### config.mk
export PLATFORM = sky130hd
export DESIGN_NAME = cnn_mem_reader
export DESIGN_NICKNAME = d
export VERILOG_FILES = /design/src/rtl/cnn_rd_pkg.sv /design/src/rtl/cnn_rd_fifo2.sv /design/src/rtl/cnn_mem_reader.sv
export SDC_FILE = /design/constraint.sdc
export NUM_CORES = 1
export LEC_CHECK = 0
export ABC_AREA = 1
export CORE_MARGIN = 3
export CORE_UTILIZATION = 30
export DETAILED_ROUTE_END_ITERATION = 10
export SETUP_SLACK_MARGIN = 0.3
export SYNTH_ARGS = -nofsm -noshare
export SYNTH_HDL_FRONTEND = slang
export SYNTH_SLANG_ARGS = --single-unit
### constraint.sdc
create_clock -name clk -period 1.9 [get_ports clk]
set_clock_uncertainty 0.1 [all_clocks]
set_input_delay 0.38 -clock clk [delete_from_list [all_inputs] [get_ports clk]]
set_output_delay 0.38 -clock clk [all_outputs]
set_load 0.01 [all_outputs]
### src/rtl/cnn_rd_pkg.sv
// Shared types and constants for the CNN memory read engine.
// Holds the FSM state enum plus the CNN memory window and image-region geometry.
package cnn_rd_pkg;

    typedef enum logic [1:0] {
        S_IDLE   = 2'd0,
        S_ISSUE  = 2'd1,
        S_DRAIN  = 2'd2,
        S_FINISH = 2'd3
    } state_e;

    localparam int WORDS_PER_WIN = 25;
    localparam int WORD_W        = 16;
    localparam int CNN_IMG_BASE  = 50704;
    localparam int CNN_IMG_WORDS = 1024;

endpackage

### src/rtl/cnn_rd_fifo2.sv
// Two-entry FIFO for returned read windows; head is registered, so data appears 1 cycle after push.
// No internal backpressure: the producer's credit accounting keeps it from overflowing; push and pop may share a cycle.
module cnn_rd_fifo2 #(
    parameter int W = 401
) (
    input  logic         clk,
    input  logic         rst_n,
    input  logic         i_push,
    input  logic [W-1:0] i_push_dat,
    input  logic         i_pop,
    output logic [W-1:0] o_pop_dat,
    output logic         o_vld,
    output logic [1:0]   o_occ
);

    logic [W-1:0] r_mem [2];
    logic         r_wr_ptr;
    logic         r_rd_ptr;
    logic [1:0]   r_occ;
    logic         w_push;
    logic         w_pop;

    assign w_pop  = i_pop && (r_occ != 2'd0);
    assign w_push = i_push && ((r_occ != 2'd2) || w_pop);

    always_ff @(posedge clk or negedge rst_n) begin
        if (!rst_n) begin
            r_mem[0] <= '0;
            r_mem[1] <= '0;
            r_wr_ptr <= 1'b0;
            r_rd_ptr <= 1'b0;
            r_occ    <= 2'd0;
        end else begin
            if (w_push) begin
                r_mem[r_wr_ptr] <= i_push_dat;
                r_wr_ptr        <= ~r_wr_ptr;
            end
            if (w_pop) begin
                r_rd_ptr <= ~r_rd_ptr;
            end
            r_occ <= r_occ + {1'b0, w_push} - {1'b0, w_pop};
        end
    end

    assign o_pop_dat = r_mem[r_rd_ptr];
    assign o_vld     = (r_occ != 2'd0);
    assign o_occ     = r_occ;

endmodule

### src/rtl/cnn_mem_reader.sv
// Walks a base/stride/count address sequence, reads one 25-word window per address and streams it out; start->first out_valid is 3 cycles.
// out_ready stalls throttle reads through a 2-credit return FIFO; CNN_RD_CHECKSUM_EN adds a running 16-bit word sum.
module cnn_mem_reader #(
    parameter int ADDR_W = 16,
    parameter int WORD_W = 16,
    parameter int WORDS  = 25,
    parameter int CNT_W  = 12
) (
    input  logic                    clk,
    input  logic                    rst_n,
    input  logic                    start,
    input  logic [ADDR_W-1:0]       base_addr,
    input  logic [ADDR_W-1:0]       stride,
    input  logic [CNT_W-1:0]        count,
    output logic                    busy,
    output logic                    done,
    output logic                    mem_rd_en,
    output logic [ADDR_W-1:0]       mem_addr,
    input  logic [WORDS*WORD_W-1:0] mem_rdata,
    output logic                    out_valid,
    input  logic                    out_ready,
    output logic [WORDS*WORD_W-1:0] out_data,
    output logic                    out_last,
    output logic [WORD_W-1:0]       checksum
);

    import cnn_rd_pkg::*;

    localparam int DATA_W = WORDS * WORD_W;

    state_e              r_state;
    state_e              w_next_state;
    logic [ADDR_W-1:0]   r_cur_addr;
    logic [ADDR_W-1:0]   r_stride;
    logic [CNT_W-1:0]    r_count;
    logic [CNT_W-1:0]    r_issued;
    logic [CNT_W-1:0]    r_delivered;
    logic                r_rd_pending;
    logic                r_rd_last;
    logic                w_start_ok;
    logic                w_issue;
    logic                w_pop;
    logic                w_fifo_vld;
    logic [1:0]          w_occ;
    logic [1:0]          w_credit_used;
    logic [DATA_W:0]     w_head;

    assign w_start_ok = (r_state == S_IDLE) && start;
    assign w_pop      = w_fifo_vld && out_ready;

    // A pop in the same cycle frees its slot before the new read can return, keeping full rate.
    assign w_credit_used = {1'b0, r_rd_pending} + w_occ - {1'b0, w_pop};
    assign w_issue       = (r_state == S_ISSUE) && (r_issued != r_count) && (w_credit_used < 2'd2);

    always_comb begin
        w_next_state = r_state;
        case (r_state)
            S_IDLE: begin
                if (start) begin
                    w_next_state = (count == '0) ? S_FINISH : S_ISSUE;
                end
            end
            S_ISSUE: begin
                if (w_issue && ((r_issued + CNT_W'(1)) == r_count)) begin
                    w_next_state = S_DRAIN;
                end
            end
            S_DRAIN: begin
                if (w_pop && (r_delivered == (r_count - CNT_W'(1)))) begin
                    w_next_state = S_FINISH;
                end
            end
            S_FINISH: begin
                w_next_state = S_IDLE;
            end
            default: begin
                w_next_state = S_IDLE;
            end
        endcase
    end

    always_ff @(posedge clk or negedge rst_n) begin
        if (!rst_n) begin
            r_state      <= S_IDLE;
            r_cur_addr   <= '0;
            r_stride     <= '0;
            r_count      <= '0;
            r_issued     <= '0;
            r_delivered  <= '0;
            r_rd_pending <= 1'b0;
            r_rd_last    <= 1'b0;
        end else begin
            r_state      <= w_next_state;
            r_rd_pending <= w_issue;
            r_rd_last    <= w_issue && (r_issued == (r_count - CNT_W'(1)));
            if (w_start_ok) begin
                r_cur_addr  <= base_addr;
                r_stride    <= stride;
                r_count     <= count;
                r_issued    <= '0;
                r_delivered <= '0;
            end else begin
                if (w_issue) begin
                    r_cur_addr <= r_cur_addr + r_stride;
                    r_issued   <= r_issued + CNT_W'(1);
                end
                if (w_pop) begin
                    r_delivered <= r_delivered + CNT_W'(1);
                end
            end
        end
    end

    cnn_rd_fifo2 #(
        .W(DATA_W + 1)
    ) u_fifo (
        .clk       (clk),
        .rst_n     (rst_n),
        .i_push    (r_rd_pending),
        .i_push_dat({r_rd_last, mem_rdata}),
        .i_pop     (w_pop),
        .o_pop_dat (w_head),
        .o_vld     (w_fifo_vld),
        .o_occ     (w_occ)
    );

    assign busy      = (r_state == S_ISSUE) || (r_state == S_DRAIN);
    assign done      = (r_state == S_FINISH);
    assign mem_rd_en = w_issue;
    assign mem_addr  = r_cur_addr;
    assign out_valid = w_fifo_vld;
    assign out_data  = w_head[DATA_W-1:0];
    assign out_last  = w_fifo_vld && w_head[DATA_W];

`ifdef CNN_RD_CHECKSUM_EN
    logic [WORD_W-1:0] r_checksum;
    logic [WORD_W-1:0] w_win_sum;

    always_comb begin
        w_win_sum = '0;
        for (int k = 0; k < WORDS; k++) begin
            w_win_sum = w_win_sum + w_head[k*WORD_W +: WORD_W];
        end
    end

    always_ff @(posedge clk or negedge rst_n) begin
        if (!rst_n) begin
            r_checksum <= '0;
        end else if (w_start_ok) begin
            r_checksum <= '0;
        end else if (w_pop) begin
            r_checksum <= r_checksum + w_win_sum;
        end
    end

    assign checksum = r_checksum;
`else
    assign checksum = '0;
`endif

endmodule

After elaboration in Yosys (flattened, before gate mapping)
Cells that the tools add are included.
- bits in registers: 878
- bits in latches: 0
- bits in writable memories: 0
- bits in read-only memories: 0
- input port bits: 448
- output and inout bits: 437
- word-level logic and storage cells: 76
- memories: 0
- add/subtract/negate cells: 8
- $mul: 0
- div/mod/pow operators: 0
- order comparisons: 4
- equal/unequal tests: 11
- shifts and indexed selects: 0
- mux-type cells: 17
- bitwise operators: 4
- reduce and logical (&&, ||, !) cells: 19
- operators by type and width (kind ; count):
    2-to-1 mux 401 bit ; 4
    bitwise mux 802 bit ; 1
    demux 401 bit (select 1 bit) ; 1
    2-to-1 mux 12 bit ; 4
    == test 12 bit ; 3
    2-to-1 mux 16 bit ; 2
    adder 12 x 1 -> 12 bit, second input constant ; 2
    adder 16 bit ; 1
    zero test 12 bit ; 1
    inequality test 12 bit ; 1
    subtractor 12 x 1 -> 12 bit, second input constant ; 1
    logical AND 1 bit ; 11
    2-to-1 mux 2 bit ; 4
    inequality test 2 bit, second input constant ; 4
    one-hot mux 2 bit (4 select lines) ; 1
    nonzero test 2 bit ; 3
    == test 2 bit, second input constant ; 2
    greater-or-equal comparator 2 bit, second input constant ; 2
    inverter 1 -> 2 bit ; 2
    subtractor 2 x 1 -> 2 bit ; 2
    AND reduction 3 bit ; 1
    adder 1 x 2 -> 2 bit ; 1
    adder 2 x 1 -> 2 bit ; 1
    == test 2 x 1 -> 1 bit, second input constant ; 1
    other kinds (5) ; 7

Depth between registers and ports, before layout
- word-level depth: 8
- depth in mapped cells: 17
- mapped depth without buffers: 17

Hierarchy
A second synthesis with hierarchy kept.
- cell total of the unflattened synthesis: 5636
- area, all modules: 44094.8 um2
- modules (own cells, without submodules) (module ; times used ; cells each ; area each (um2) ; sequential area each (um2)):
    cnn_rd_fifo2 ; 1 ; 4883 ; 38846.0 ; 20169.3
    cnn_mem_reader ; 1 ; 753 ; 5248.8 ; 1801.7

Worst setup path before layout
Ideal clock, no wire load.
- path kind: register to register
- start: reg r_cur_addr[0] (netlist: mem_addr[0])
- end: reg r_cur_addr[12] (netlist: mem_addr[12])
- library setup time: 0.116 ns
- data arrival time: 1.903 ns
- required time: 1.684 ns
- path slack: -0.220 ns
- cell stages (with the launch flop): 13
- buffers on the path: 0
- period minus slack after synthesis: 2.120 ns
- cell sequence: dfrtp_1 ha_1 inv_1 fa_1 o21ai_0 a21oi_1 inv_1 a21o_1 nand2_1 nand3_1 nand3_1 nand2_1 nand2_1
- longest elaborated chain between the ends: 3
- RTL lines (what ; RTL line ; RTL):
    start: declaration ; cnn_mem_reader.sv:33 ; logic [ADDR_W-1:0] r_cur_addr;
    start signal: assignment ; cnn_mem_reader.sv:97 ; r_cur_addr <= base_addr;
    start signal: assignment ; cnn_mem_reader.sv:104 ; r_cur_addr <= r_cur_addr + r_stride;
    adder 16 bit ; cnn_mem_reader.sv:104 ;
    2-to-1 mux 16 bit ; cnn_mem_reader.sv:103 ; if (w_issue) begin
    2-to-1 mux 16 bit ; cnn_mem_reader.sv:96 ; if (w_start_ok) begin
No other way between the ends. The select of a mux whose other input is x is not followed.
A chain may end at the register's enable or synchronous reset.

Final worst setup path
- start: reg u_fifo.r_rd_ptr
- end: out out_data[122]
- longest elaborated chain between the ends: 4
- RTL lines (what ; RTL line ; RTL):
    start: declaration ; cnn_rd_fifo2.sv:18 ; logic r_rd_ptr;
    start signal: assignment ; cnn_rd_fifo2.sv:39 ; r_rd_ptr <= ~r_rd_ptr;
    inverter 1 -> 2 bit (not written as such) ; cnn_rd_fifo2.sv:45 ; assign o_pop_dat = r_mem[r_rd_ptr];
    2-to-1 mux 401 bit (not written as such) (3 in a row) ; cnn_rd_fifo2.sv:45 ;
    end: declaration ; cnn_mem_reader.sv:22 ; output logic [WORDS*WORD_W-1:0] out_data,
No other way between the ends. The select of a mux whose other input is x is not followed.

==> summary.md <==
| Metric | Value |
|---|---|
| Die Wd | `369 um` |
| Vias per inst | `4.58` |
| Critical Path Fanout Max | `18` |
| Outcome | `finished, violations left` |
| DR pass1 iterations | `5` |
| Critical Path AT | `2.49 ns` |
| Initial DRC count | `2,109` |
| Most frequent cell after synthesis | `nand2_1` |
| Chip height | `369 um` |
| Post-synth EDFFs | `0` |
| Flop pwr share | `29.3%` |
| Internal power | `67,200 uW` |
| Port Buffer Count | `868` |
| Clock Tree Root | `clkbuf_16` |
| Yosys top cell area share | `55.5%` |
| Gpl congestion | `0.831` |
| Synth area leaders | `dfrtp_1 (55%), mux2_2 (11%), o21ai_0 (11%)` |
| Power Dens Cells | `1860 nW/um^2` |
| Final hold vios | `0` |
| CP Launch Type | `flop` |
| Unique masters post-synth | `49` |
| Most frequent cells after synthesis | `nand2_1 (1,042), dfrtp_1 (878), o21ai_0 (852)` |
| Synthesized area | `39,600 sq um` |
| Sw Pwr | `40,700 uW` |
| CTS H-tree depth | `3` |
| Setup WS post-layout | `-1.07 ns` |
| VDD IR max | `0.00100 V` |
| Max stage delay on crit path | `0.58 ns` |
| Synth Flop Type | `dfrtp_1` |
| CP required | `1.42 ns` |
| Failing checks | `setup timing` |
| Number of global-route vias before repair | `32,929` |
| Residual DRC | `0` |
| Largest net degree at the start of global routing | `74` |
| Clock sinks | `878` |
| Synthesis Warnings | `0` |
| Setup violators final | `1,227` |
| CP Cell Sequence | `buf_12 > buf_12 > buf_4 > nand2_1 > o21ai_2 > clkdlybuf4s50_1` |
| Crit path capture type | `output port` |
| Sequential-to-total area share from yosys stat | `55.5%` |
| Hold Path Class | `input pin to asynchronous set/reset pin` |
| Inserted Clock Buffers | `102` |
| Syn_area_per_cell | `9.45 sq um` |
| Clk slew on worst S/H paths | `0.06 ns` |
| Antenna violations before repair | `27` |
| Layout fillers | `12,351` |
| Crit share post-route | `156%` |
| Final Power | `108,000 uW` |
| Vias after detailed routing | `32,912` |
| Initial Util | `30.4%` |
| Final Critical Period | `2.97 ns` |
| Final net count | `5,817` |
| Worst-Skew Late Latency | `0.69 ns` |
| Post-Synthesis Cells | `4,194` |
| Clk buf depth | `3` |
| Wirelength per Cell | `17.9 um` |
| Area delta synth->final | `46.7%` |
| Pre-CTS WS | `-0.887 ns` |
| Critical path's most frequent cell | `buf_12` |
| Worst Max-Slew Pin Slew | `0.502 ns` |
| Total I/O pin count | `885` |
| Leakage | `0.0266 uW` |
| Max Clk Rate | `336 MHz` |
| Switch share | `37.7%` |
| Tot GR Track Use | `18.2%` |
| Final global-route overflow total | `0` |
| CTS tree | `built` |
| Max-cap viol count | `0` |
| Dpl hpwl | `95.2 mm` |
| Clock power frac | `18.3%` |
| Combinational Power Share | `52.4%` |
| Max-slew headroom | `66.6%` |
| CP max stage cell | `clkdlybuf4s50_1` |
| RSZ-0062 raised after global routing | `true` |
| FF+latch count, synth | `878` |
| Global-route wire length before repair | `195 mm` |
| Die Area | `136,000 sq um` |
| ANT nets after route | `0` |
| Slew Viols, Final | `0` |
| Share of cells above drive strength 1 | `27.4%` |
| Leading area contributor after synthesis | `dfrtp_1` |
| Core box area | `130,000 sq um` |
| Row count | `132` |
| WL final | `129 mm` |
| Setup CP Type | `flop to output port` |
| FFs w/ async S/R, synth | `100%` |
[registers in the layout (all words and copies together) (netlist names)]
| name | cells |
|---|---|
| u_fifo.r_mem | 802 |
| mem_addr | 16 |
| r_stride | 16 |
| r_count | 12 |
| r_delivered | 12 |
| r_issued | 12 |
| r_state | 2 |
| u_fifo.o_occ | 2 |
| r_rd_last | 1 |
| r_rd_pending | 1 |
| u_fifo.r_rd_ptr | 1 |
| u_fifo.r_wr_ptr | 1 |
[logic make-up (layout without fill, tap and decap cells)]
group,after synthesis,count (layout),share of synthesized area (%)
fa+ha+maj,26,26,0.840
other cells,1,31,0.00947
xor+xnor,27,27,0.651
compound gates,920,920,11.8
simple gates,1192,1192,11.9
flops,878,878,55.5
buf+inv,748,1965,7.88
mux,402,402,11.4
[cells in the final DEF (no fill, tap or decap), types with 10 or more instances in the layout]
cell type / count
a21oi_1: 34
buf_12: 62
buf_2: 36
buf_4: 354
buf_6: 29
clkbuf_1: 31
clkbuf_16: 109
clkbuf_2: 25
clkbuf_8: 27
clkdlybuf4s15_2: 38
clkdlybuf4s50_1: 647
clkinv_2: 12
conb_1: 16
dfrtp_1: 877
diode_2: 15
dlygate4sd2_1: 18
dlymetal6s2s_1: 54
ha_1: 23
inv_1: 480
inv_2: 12
mux2_2: 402
nand2_1: 1033
nand2_2: 14
nand3_1: 41
nor2_1: 59
nor3_1: 10
o21ai_0: 492
o21ai_1: 67
o21ai_2: 282
o21ai_4: 19
xnor2_1: 10
xor2_1: 15
[per-stage QoR]
stage | cells | utilization [%] | cell area (sq um) | setup TNS [ns] | hold slack, ns
final | 7183 | 44.6 | 58100 | -485.03 | 0.0981
after global routing | 7178 | 44.6 | 58100 | -611.82 | 0.0407
after CTS | 7152 | 44.4 | 57800 | -568.40 | 0.00309
after detailed placement | 6958 | 41.5 | 54100 | -576.86 | 0.205
after global placement | 6958 | 41.5 | 54100 | -560.28 | 0.206
after floorplan | 4209 | - | 41000 | -0.946 | -0.0156
[final timing paths]
| check | start | end | slack, ns | cells after the start |
|---|---|---|---|---|
| worst max-delay path | u_fifo.r_rd_ptr$_DFFE_PN0P_ | out_data[122] | -1.07 | 6 |
| worst max register to register | u_fifo.o_occ[1]$_DFF_PN0_ | r_state[1]$_DFFE_PN0P_ | -0.39 | 16 |
| min in group clk | stride[7] | r_stride[7]$_DFFE_PN0P_ | 0.13 | 3 |
| max in group asynchronous | rst_n | u_fifo.r_mem[774]$_DFFE_PN0P_ | 0.67 | 4 |
| worst min-delay path | rst_n | u_fifo.r_mem[311]$_DFFE_PN0P_ | 0.1 | 2 |
| worst min register to register | r_stride[3]$_DFFE_PN0P_ | r_stride[3]$_DFFE_PN0P_ | 0.39 | 2 |
[final cells by class]
cell class	count	area, sq um	share of cell area [%]
multi-input cells	2583	15900	27.4
well taps	1742	2180	3.75
diodes	15	37.5	0.0646
clock buffers	162	3090	5.32
inverters	495	1860	3.21
flip-flops and latches	878	22000	37.8
repair buffers	1283	12700	21.9
clock inverters	25	328	0.564
[power by group through the flow]
| stage | clock network, uW | registers [uW] | logic, uW |
|---|---|---|---|
| 3_5_place_dp | 0 | 31900 | 56400 |
| 5_1_grt | 21100 | 32700 | 61500 |
| 2_1_floorplan | 0 | 31000 | 29300 |
| 4_1_cts | 20300 | 31600 | 57100 |
| 6_report | 19700 | 31700 | 56500 |
| 3_3_place_gp | 0 | 31600 | 55800 |
[critical path: cells and delay by family (launching register included)]
| kind | cells | cell delay (ns) |
|---|---|---|
| AO/OA/AOI/OAI | 1 | 0.06 |
| buffers and inverters | 4 | 1.14 |
| flip-flops | 1 | 0.50 |
| AND/OR/NAND/NOR | 1 | 0.08 |
[what timing repair did]
action | in CTS | in global routing
gates resized for setup | 433 | 255
cloned | 3 | 5
hold buffers | 1 | 0
setup endpoints to repair | 1283 | 1296
hold endpoints to repair | 460 | 0
pin swaps | 10 | 7
setup buffers | 3 | 11
[layer usage]
layer / vias up / track usage [%] / wire length (um)
met5: - / 0 / 167
met4: 24 / 6.25 / 3960
met3: 218 / 5.17 / 9100
met2: 870 / 29.8 / 61400
met1: 15938 / 23.1 / 53900
li1: 15862 / - / -
Power figures use the tool's default switching activity.
